==> src/rtl/hm_mem_reader.sv <==
// Burst read engine for port B of the hm dual-port memory: takes a (start word, length)
// command, issues sequential reads and streams the words out with a last marker.
//
// state   | meaning
// --------+---------------------------------------------------------------
// S_IDLE  | ready for a command; zero-length commands are consumed here
// S_RUN   | issuing reads while words remain and the output buffer has room
// S_DRAIN | all reads issued; waiting for the buffer to empty
module hm_mem_reader #(
    parameter int DEPTH_W    = 10,
    parameter int FIFO_DEPTH = 2
) (
    input  logic               sys_clk,
    input  logic               sys_rst_n,
    input  logic               cmd_valid,
    output logic               cmd_ready,
    input  logic [DEPTH_W-1:0] cmd_addr,
    input  logic [DEPTH_W:0]   cmd_len,
    output logic [15:0]        mem_addr,
    output logic [3:0]         mem_we,
    output logic [31:0]        mem_di,
    input  logic [31:0]        mem_do,
    output logic [31:0]        rd_data,
    output logic               rd_valid,
    input  logic               rd_ready,
    output logic               rd_last,
    output logic               busy
);

    localparam int CNT_W = $clog2(FIFO_DEPTH + 1);
    localparam int PTR_W = (FIFO_DEPTH > 1) ? $clog2(FIFO_DEPTH) : 1;
    localparam logic [CNT_W:0]   OCC_MAX  = (CNT_W+1)'(FIFO_DEPTH);
    localparam logic [PTR_W-1:0] PTR_LAST = PTR_W'(FIFO_DEPTH - 1);

    typedef enum logic [1:0] {
        S_IDLE,
        S_RUN,
        S_DRAIN
    } state_t;

    state_t             r_state;
    logic [DEPTH_W-1:0] r_word;
    logic [DEPTH_W:0]   r_remain;
    logic               r_inflight;
    logic               r_inflight_last;
    logic               r_cmd_ready;
    logic               r_busy;
    logic [31:0]        r_fifo_data [FIFO_DEPTH];
    logic               r_fifo_last [FIFO_DEPTH];
    logic [PTR_W-1:0]   r_rd_ptr;
    logic [PTR_W-1:0]   r_wr_ptr;
    logic [CNT_W-1:0]   r_count;

    logic               w_pop;
    logic               w_push;
    logic [CNT_W:0]     w_occ;
    logic               w_room;
    logic               w_issue;

    function automatic logic [PTR_W-1:0] next_ptr(input logic [PTR_W-1:0] p);
        return (p == PTR_LAST) ? '0 : p + PTR_W'(1);
    endfunction

    assign w_pop  = (r_count != '0) && rd_ready;
    assign w_push = r_inflight;
    assign w_occ  = {1'b0, r_count} + {{CNT_W{1'b0}}, r_inflight};
    // A pop in the same cycle frees a slot, which keeps one word per cycle flowing.
    assign w_room  = w_pop ? (w_occ <= OCC_MAX) : (w_occ < OCC_MAX);
    assign w_issue = (r_state == S_RUN) && (r_remain != '0) && w_room;

    assign mem_addr  = 16'({r_word, 5'b00000});
    assign mem_we    = 4'b0000;
    assign mem_di    = 32'd0;
    assign rd_valid  = (r_count != '0);
    assign rd_data   = r_fifo_data[r_rd_ptr];
    assign rd_last   = rd_valid & r_fifo_last[r_rd_ptr];
    assign cmd_ready = r_cmd_ready;
    assign busy      = r_busy;

    always_ff @(posedge sys_clk) begin
        if (!sys_rst_n) begin
            r_state         <= S_IDLE;
            r_word          <= '0;
            r_remain        <= '0;
            r_inflight      <= 1'b0;
            r_inflight_last <= 1'b0;
            r_cmd_ready     <= 1'b0;
            r_busy          <= 1'b0;
            r_rd_ptr        <= '0;
            r_wr_ptr        <= '0;
            r_count         <= '0;
            for (int i = 0; i < FIFO_DEPTH; i++) begin
                r_fifo_data[i] <= '0;
                r_fifo_last[i] <= 1'b0;
            end
        end else begin
            r_inflight      <= w_issue;
            r_inflight_last <= w_issue && (r_remain == (DEPTH_W+1)'(1));

            if (w_push) begin
                r_fifo_data[r_wr_ptr] <= mem_do;
                r_fifo_last[r_wr_ptr] <= r_inflight_last;
                r_wr_ptr              <= next_ptr(r_wr_ptr);
            end
            if (w_pop) begin
                r_rd_ptr <= next_ptr(r_rd_ptr);
                if (r_fifo_last[r_rd_ptr]) begin
                    r_busy <= 1'b0;
                end
            end
            case ({w_push, w_pop})
                2'b10:   r_count <= r_count + CNT_W'(1);
                2'b01:   r_count <= r_count - CNT_W'(1);
                default: r_count <= r_count;
            endcase

            case (r_state)
                S_IDLE: begin
                    r_cmd_ready <= 1'b1;
                    if (cmd_valid && r_cmd_ready && (cmd_len != '0)) begin
                        r_word      <= cmd_addr;
                        r_remain    <= cmd_len;
                        r_busy      <= 1'b1;
                        r_cmd_ready <= 1'b0;
                        r_state     <= S_RUN;
                    end
                end
                S_RUN: begin
                    r_cmd_ready <= 1'b0;
                    if (w_issue) begin
                        r_word   <= r_word + DEPTH_W'(1);
                        r_remain <= r_remain - (DEPTH_W+1)'(1);
                        if (r_remain == (DEPTH_W+1)'(1)) begin
                            r_state <= S_DRAIN;
                        end
                    end
                end
                S_DRAIN: begin
                    r_cmd_ready <= 1'b0;
                    if ((r_count == '0) && !r_inflight) begin
                        r_busy      <= 1'b0;
                        r_cmd_ready <= 1'b1;
                        r_state     <= S_IDLE;
                    end
                end
                default: begin
                    r_cmd_ready <= 1'b0;
                    r_state     <= S_IDLE;
                end
            endcase
        end
    end

endmodule

==> config.mk <==
export PLATFORM = sky130hd
export DESIGN_NAME = hm_mem_reader
export DESIGN_NICKNAME = d
export VERILOG_FILES = /design/src/rtl/hm_mem_reader.sv
export SDC_FILE = /design/constraint.sdc
export NUM_CORES = 1
export LEC_CHECK = 0
export ABC_AREA = 1
export BUFFER_PORTS_ARGS = -buffer_cell sky130_fd_sc_hd__buf_2
export CORE_MARGIN = 2
export CORE_UTILIZATION = 40
export CTS_BUF_LIST = sky130_fd_sc_hd__clkbuf_4
export DETAILED_ROUTE_END_ITERATION = 8
export GPL_TIMING_DRIVEN = 0
export PLACE_DENSITY = 0.65
export SKIP_LAST_GASP = 1
export SLEW_MARGIN = 20
export SYNTH_ARGS = -nofsm -noshare
export SYNTH_HDL_FRONTEND = slang
export SYNTH_SLANG_ARGS = --single-unit
==> constraint.sdc <==
create_clock -name sys_clk -period 6 [get_ports sys_clk]
set_input_delay 1.2 -clock sys_clk [delete_from_list [all_inputs] [get_ports sys_clk]]
set_output_delay 1.2 -clock sys_clk [all_outputs]
set_load 0.01 [all_outputs]
==> results.cfg, run 1 <==
[run_status]
status = complete, no violations

[floorplan]
coreArea_sq_mm = 0.01267
dieHeight_microns = 118.0
num_rows = 41
initial_core_util_pct = 41.06
die-width_microns = 118.0
ios = 145
dieArea_sq_mm = 0.01393

[grt]
antenna_found_initial = 0
grt_max_degree = 33
grt_usage_pct = 16.87
grt_pass1_vias = 4002
globalRouteOverflowTotal = 0
grt_pass1_wl_microns = 18840

[finish]
final_core_util_pct = 49.04
nets = 814
syn_to_final_growth_pct = 19.43
finalNonFillerCells = 927
final_layout_size_suffix_gt1_share_pct = 29.84

[worst_setup_path]
r2r_cells = 5
endpoint_kind = primary output
ff2ff_setup_slack_ps = 3680
cp.arrival_ps = 1900
r2r-start = r_inflight
critPathMaxFanout = 10
cp-start-kind = register
cp_data_required_time_ps = 4800
path_class = reg -> out
r2r_end = r_fifo_data[0][20]

[detailed_routing]
wl_met3_microns = 661
postRouteAntennaNets = 0
drcViolationCount = 0
dr_total_vias = 4212
top_layer = met4
drtIter0Drc = 260
wire_per_inst_microns = 12.45
wl_met1_microns = 5116
routed_wl_microns = 11540
viasPerCell = 4.544
drt-pass1-iter-count = 5
wl_met2_microns = 5547

[synthesis]
ys_top_cells_by_count = nor2_1, nand2_1, edfxtp_1
synth_area_leaders = edfxtp_1, dfxtp_1, nor2_1, mux2_2, buf_4
synth_async_sr_flop_share_pct = 0
synth_edf_count = 64
syn-cell-area_sq_mm = 0.005202
yosysSeqAreaShare_pct = 50.02
synth.top_cell.area_share_pct = 36.94
yosys_warnings = 0
netlist_instances = 595
ys_ff_latch = 98
synth_cell_types = 36
synth_flop_cell = edfxtp_1
syn_avg_cell_area_sq_um = 8.744
yosys.area.top_type = edfxtp_1
yosysMostFrequentCell = nor2_1

[min_path]
worstHoldStart = r_inflight_last
min_to = r_fifo_last[0]
hold_path.class = reg -> reg
hold_depth = 2

[clocking]
worstSkewPairLatency_ps = 470
cts-htree-levels = 3
post_cts_buffers = 0
hold_buffers = 0
numCtsBuffers = 9
clock_path_buffers = 2
clock-sinks = 98
cts-root-buf = clkbuf_4
cts_tree = built
clk_pin_slew_worst_paths_ps = 160
postCtsResizedCells = 0

[placed_design]
port_buffers = 102
placed_cells = 910
gp_congestion = 0.9004
hpwlAfterDp_microns = 8302

[timing]
setup_viol = 0
fin_crit_sh_pct = 51.68
clock.fmax_ghz = 0.3225
rsz0062_at_grt = false
finalSetupTns_ps = 0
hold_viol_final = 0
min_period_ps = 3101
worst_pin_slew_ps = 807.6
skew_ps = 12.73
slew_violations = 0
slew_headroom_pct = 45.97

[power_and_ir_drop]
ir_worst_vdd_v = 0.0001123
powerDensity_mw_per_mm2 = 243.1
power_leakage_nw = 3.090

[flow_run]
maxCapViolCount = 0
[power by group]
part           internal (mW)  switching, mW  leakage, nW
logic                  0.158          0.222         2.08
registers              0.763         0.0351        0.941
clock network         0.0953          0.237       0.0670
[worst max-delay path, stage by stage (launching register included)]
cell	delay (ps)
dfxtp_1	330
clkbuf_1	260
buf_2	330
mux2_2	370
buf_2	150
[registers in the layout, summed over array words and instances, names as in the netlist, named ones only]
name and cells:
r_fifo_last 2, r_rd_ptr 1, cmd_ready 1, r_count 2, r_fifo_data 64, r_word 10
r_remain 11, busy 1, r_wr_ptr 1, r_inflight_last 1, r_inflight 1, r_state 2
[metrics by stage]
step	setup WS (ps)	area [sq um]	power, mW	hold WS (ps)
6_report	2899	6213	1.511	466.6
3_3_place_gp	2184	6082	1.186	435.3
5_1_grt	2767	6211	1.594	492.2
2_1_floorplan	3085	5356	1.077	425.5
3_5_place_dp	2622	6087	1.191	456.1
4_1_cts	2846	6211	1.521	471.9
[layout by cell type (no fill, tap or decap), drive strengths merged]
master and count:
o21ai 31, clkinv 3, or2 3, edfxtp 64
diode 1, a21o 1, mux2i 1, ha 8
o211ai 1, xor2 1, mux2 32, nand2 91
nor2 131, a21oi 14, nand3 39, inv 73
clkbuf 19, buf 156, conb 42, o21bai 2
nand4 7, dfxtp 34, clkinvlp 1
[how the worst max path moves through the flow]
| stage | slack (ps) | from | end | cells past startpoint |
|---|---|---|---|---|
| final | 2900 | register | rd_data[30] | 4 |
| after floorplan | 3090 | sys_rst_n | r_fifo_data[0][0] | 4 |
| after detailed placement | 2620 | sys_rst_n | r_fifo_data[0][21] | 5 |
| after global placement | 2180 | sys_rst_n | r_fifo_data[0][27] | 5 |
| after global routing | 2770 | register | rd_data[30] | 4 |
| after CTS | 2850 | register | rd_data[24] | 4 |
[metal layers]
| layer | vias to the layer above | global-route usage [%] |
|---|---|---|
| li1 | 2140 | - |
| met1 | 1910 | 20.67 |
| met2 | 144 | 29.14 |
| met3 | 18 | 3.198 |
| met4 | 0 | 6.852 |
| met5 | - | 0 |
[final cells by class]
class / count / area, sq um
diodes: 1 / 2.502
plain buffers: 63 / 441.7
well taps: 172 / 215.2
inverters: 71 / 271.5
fillers: 1228 / 6457
multi-input cells: 404 / 2046
clock buffers: 10 / 75.07
flip-flops and latches: 98 / 2603
clock inverters: 6 / 48.80
repair buffers: 102 / 510.5
[cell families after synthesis]
family,synth area share (%)
DFF,50.02
AOI/OAI and AO/OA,5.051
other,0.07208
buffers and inverters,13.71
muxes,7.119
adders and majority gates,1.924
and+or+nand+nor,21.93
xor gates and xnor gates,0.1684
Note: power is estimated with default switching activity, not from simulation.
==> inputs of run 2 (changes only) <==
--- a/config.mk
+++ b/config.mk
@@ -12,7 +12,7 @@
 export CTS_BUF_LIST = sky130_fd_sc_hd__clkbuf_4
 export DETAILED_ROUTE_END_ITERATION = 8
 export GPL_TIMING_DRIVEN = 0
-export PLACE_DENSITY = 0.65
+export PLACE_DENSITY = 0.67
 export SKIP_LAST_GASP = 1
 export SLEW_MARGIN = 20
 export SYNTH_ARGS = -nofsm -noshare
==> constraint.sdc (replaced) <==
create_clock -name sys_clk -period 2.61 [get_ports sys_clk]
set_input_delay 0.522 -clock sys_clk [delete_from_list [all_inputs] [get_ports sys_clk]]
set_output_delay 0.522 -clock sys_clk [all_outputs]
set_load 0.01 [all_outputs]
==> run 2 against run 1 <==
Net effect: non-clock buffer count stayed put; first-iteration DRC count is 23% lower; critical path depth stayed put; via count is 0.31% lower; sequential share of layout area is 0.093 points lower; highest routed layer unchanged.
==> results.cfg, run 2 (synthesis gave the netlist of run 1 again) <==
[timing]
whs_ps = 348.3
clock.fmax_ghz = 0.4103
slew_violations = 0
fin_crit_sh_pct = 93.38
worst_pin_slew_ps = 802.7
rsz0062_at_grt = false
skew_ps = 11.71
setup_viol = 0
min_period_ps = 2437
hold_viol_final = 0
setup_slack_ps = 172.7
slew_headroom_pct = 46.29

[finish]
mostFrequentLayoutCell = nor2_1
multi_input_area_sq_mm = 0.002046
final_cell_mix = nor2_1, buf_2, nand2_1
largest_reg_flops = 64
syn_to_final_growth_pct = 19.70
seqCellArea_sq_mm = 0.002603
final_area_sq_mm = 0.006227
largestRegisters = r_fifo_data (64), r_remain (11), r_word (10)
n_antenna_cell = 0
nets = 814
final_layout_size_suffix_gt1_share_pct = 29.84
n_fill_cell = 1264
largest-register = r_fifo_data

[detailed_routing]
drt-pass1-iter-count = 5
postRouteAntennaNets = 0
dr_total_vias = 4199
routed_wl_microns = 11610
wire_per_inst_microns = 12.54
drcViolationCount = 0
viasPerCell = 4.535
drtIter0Drc = 199

[clocking]
worstSkewPairLatency_ps = 470
post_cts_buffers = 0
clk_pin_slew_worst_paths_ps = 160
postCtsResizedCells = 0
cts-htree-levels = 3
numCtsBuffers = 9
clock_path_buffers = 2
hold_buffers = 0
cts_tree = built
cts-root-buf = clkbuf_4
clock-sinks = 98

[floorplan]
dieArea_sq_mm = 0.01393
coreArea_sq_mm = 0.01267
dieHeight_microns = 118.0
initial_core_util_pct = 41.06
die-width_microns = 118.0
num_rows = 41
ios = 145

[placed_design]
gp_congestion = 0.8920
hpwlAfterDp_microns = 8353
dpl_cell_area_sq_mm = 0.006087
pre_cts_slack_ps = -12.31
port_buffers = 102

[grt]
globalRouteOverflowTotal = 0
antenna_found_initial = 0
grtUsageMet1_pct = 20.78
grt_pass1_wl_microns = 18520
use_met2_pct = 27.87
grt_usage_pct = 16.45
busiest_layer = met2
grt_max_degree = 33
met3_usage_pct = 3.634
grt_pass1_vias = 4041

[power_and_ir_drop]
powerDensity_mw_per_mm2 = 569.1
comb_power_share_pct = 24.6
power_leakage_nw = 3.098
clkPwrFrac_pct = 23.6
switching_power_mw = 1.128
power.internal_mw = 2.416
ir_worst_vdd_v = 0.0002189
share_seq_of_total_power_pct = 51.8
switching_share_pct = 31.84

[worst_setup_path]
critPathMaxFanout = 10
cp_data_required_time_ps = 2090
cp-start-kind = register
cp.arrival_ps = 1920
endpoint_kind = primary output
path_class = reg -> out

[min_path]
hold_path.class = in -> reg

[run_status]
status = complete, no violations

[flow_run]
maxCapViolCount = 0
==> run 2: routing by layer <==
layer / vias to the layer above / routed length [microns]
met5: - / 0
met4: 0 / 140
met3: 13 / 790
met2: 151 / 5455
met1: 1893 / 5222
li1: 2142 / -
==> run 2: path summary, 6_finish.rpt <==
path	startpoint	end	slack, ps	cells after the start
worst max-delay path	register	rd_data[25]	170	4
worst min-delay path	mem_do[2]	r_fifo_data[1][2]	350	3
worst max register to register	r_inflight	r_fifo_data[0][30]	330	5
worst min register to register	r_rd_ptr	r_rd_ptr	470	1
==> run 2: layout make-up <==
class / instances / share of cell area, %
Timing Repair Buffer: 102 / 8.198
Tap cell: 172 / 3.456
Sequential cell: 98 / 41.79
Inverter: 71 / 4.360
Clock buffer: 9 / 1.085
Clock inverter: 7 / 1.165
Multi-Input combinational cell: 404 / 32.85
Buffer: 63 / 7.093
==> run 2: through the flow <==
| step | TNS (ps) | power (mW) | utilization [%] | instances |
|---|---|---|---|---|
| final | 0 | 3.544 | 49.15 | 926 |
| after global routing | 0 | 3.729 | 49.15 | 926 |
| after CTS | 0 | 3.571 | 49.15 | 926 |
| after detailed placement | -370.5 | 2.737 | 48.04 | 910 |
| after global placement | -25380 | 2.725 | 48.00 | 910 |
| after floorplan | 0 | 2.477 | - | 636 |
==> run 2: power groups by stage <==
stage | registers (mW) | clock network [mW] | logic, mW
after floorplan | 1.86 | 0 | 0.616
after global placement | 1.86 | 0 | 0.861
after detailed placement | 1.87 | 0 | 0.870
after CTS | 1.83 | 0.863 | 0.875
after global routing | 1.85 | 0.903 | 0.979
final | 1.83 | 0.836 | 0.873
==> run 2: worst max-delay path, cell delays in order, from the launching register on <==
cell and delay (ps):
dfxtp_1 340, clkbuf_1 260, buf_2 330, mux2_2 390
buf_2 140
==> inputs of run 3 (changes only) <==
--- a/config.mk
+++ b/config.mk
@@ -7,12 +7,15 @@
 export LEC_CHECK = 0
 export ABC_AREA = 1
 export BUFFER_PORTS_ARGS = -buffer_cell sky130_fd_sc_hd__buf_2
+export CELL_PAD_IN_SITES_DETAIL_PLACEMENT = 1
+export CELL_PAD_IN_SITES_GLOBAL_PLACEMENT = 1
 export CORE_MARGIN = 2
-export CORE_UTILIZATION = 40
+export CORE_UTILIZATION = 36
 export CTS_BUF_LIST = sky130_fd_sc_hd__clkbuf_4
 export DETAILED_ROUTE_END_ITERATION = 8
 export GPL_TIMING_DRIVEN = 0
-export PLACE_DENSITY = 0.67
+export MAX_ROUTING_LAYER = met4
+export PLACE_DENSITY = 0.79
 export SKIP_LAST_GASP = 1
 export SLEW_MARGIN = 20
 export SYNTH_ARGS = -nofsm -noshare
==> run 3 against run 2 <==
Net effect: die area grew 11%; cell count grew 1.1%; count of clock-buffer cells in the layout is 2 higher; global-route usage is 1.8 points higher; hold slack better by 10 ps; largest cell class unchanged; non-clock buffer count grew 2; design area increased by 1.2%; sequential share of layout area down 0.51 points; combinational power up 3.4%.
==> results.cfg, run 3 (synthesis gave the netlist of run 1 again) <==
[worst_setup_path]
crit_top_cell = buf_2
ff2ff_setup_slack_ps = 520
path_delay_family = buffers and inverters
cp.arrival_ps = 1920
cp-start-kind = register
cp-endpoint = rd_data[21]
r2r_end = r_word[6]
cp_data_required_time_ps = 2090
endpoint_kind = primary output
crit_buf_inv = 3
cpPeakStageDelay_ps = 380
r2r_cells = 11
crit_chain = clkbuf_1, buf_2, mux2_2, buf_2
path_depth = 4
path_class = reg -> out
critPathMaxFanout = 10
cp_slowest_cell = mux2_2
r2r-start = r_count[0]

[finish]
final_cell_mix = nor2_1, buf_2, nand2_1
largest-register = r_fifo_data
syn_to_final_growth_pct = 21.19
mostFrequentLayoutCell = nor2_1
largestRegisters = r_fifo_data (64), r_remain (11), r_word (10)
final_core_util_pct = 45.07
n_antenna_cell = 0
largest_reg_flops = 64
finalNonFillerCells = 936
nets = 816
final_layout_size_suffix_gt1_share_pct = 30.16

[floorplan]
coreArea_sq_mm = 0.01399
die-width_microns = 124.2
ios = 145
initial_core_util_pct = 37.19
num_rows = 43
dieArea_sq_mm = 0.01543
dieHeight_microns = 124.2

[clocking]
numCtsBuffers = 9
clock-sinks = 98
post_cts_buffers = 0
cts_tree = built
worstSkewPairLatency_ps = 470
cts-htree-levels = 3
cts-root-buf = clkbuf_4
hold_buffers = 0
clock_path_buffers = 2
clk_pin_slew_worst_paths_ps = 150
postCtsResizedCells = 0

[detailed_routing]
routed_wl_microns = 13420
viasPerCell = 4.653
drtIter0Drc = 288
dr_total_vias = 4355
drcViolationCount = 0
drt-pass1-iter-count = 6
wire_per_inst_microns = 14.33
postRouteAntennaNets = 0

[run_status]
status = complete, no violations

[timing]
setup_viol = 0
skew_ps = 30.97
rsz0062_at_grt = false
clock.fmax_ghz = 0.4101
hold_viol_final = 0
slew_violations = 0
setup_slack_ps = 171.8
min_period_ps = 2438
slew_headroom_pct = 63.89
fin_crit_sh_pct = 93.42
worst_pin_slew_ps = 541.6

[grt]
grt_pass1_wl_microns = 22320
antenna_found_initial = 0
grt_pass1_vias = 4511
grt_max_degree = 27
globalRouteOverflowTotal = 0
grt_usage_pct = 18.28

[placed_design]
pre_cts_slack_ps = 202.9
gp_congestion = 0.8954
hpwlAfterDp_microns = 10270
port_buffers = 102
placed_cells = 920

[power_and_ir_drop]
total_power_mw = 3.693
power_leakage_nw = 3.130
powerDensity_mw_per_mm2 = 585.8
ir_worst_vdd_v = 0.0002177

[min_path]
hold_depth = 3
hold_path.class = in -> reg

[flow_run]
maxCapViolCount = 0
==> run 3: area by class of cell <==
class                   instances  area (sq um)
fillers                      1735          7684
flip-flops and latches         98          2603
multi-input cells             404          2046
repair buffers                104         550.5
plain buffers                  63         441.7
inverters                      71         271.5
well taps                     180         225.2
clock inverters                 5         85.08
clock buffers                  11         82.58
==> run 3: where the power goes <==
group | internal [mW] | total, mW | switching (mW)
clock network | 0.417 | 0.952 | 0.534
logic | 0.371 | 0.903 | 0.532
registers | 1.75 | 1.84 | 0.0846
total | 2.54 | 3.69 | 1.15
==> run 3: worst min-delay path by stage <==
stage               startpoint                 end
finish              mem_do[13]  r_fifo_data[1][13]
global route        mem_do[13]  r_fifo_data[1][13]
CTS                  mem_do[6]   r_fifo_data[0][6]
detailed placement        busy                busy
global placement      r_rd_ptr            r_rd_ptr
floorplan             r_rd_ptr            register
==> run 3: per-layer routing <==
layer  share of wire [%]  vias up  GRT usage (%)
li1                    -     2157              -
met1                  43     2081          21.60
met2                  52      104          32.43
met3                 4.3       13          2.711
met4                0.90        0          5.089
met5                   0        -              -
==> run 3: worst min-delay path, stage by stage <==
cell    delay, ps
buf_2          70
inv_1          40
nor2_1         90
==> run 3: metrics by stage <==
stage | TNS [ps] | hold WS [ps] | area (sq um)
finish | 0 | 358.4 | 6305
global route | 0 | 338.2 | 6305
CTS | 0 | 330.3 | 6305
detailed placement | 0 | 460.4 | 6137
global placement | -29910 | 436.0 | 6092
floorplan | 0 | 425.5 | 5356
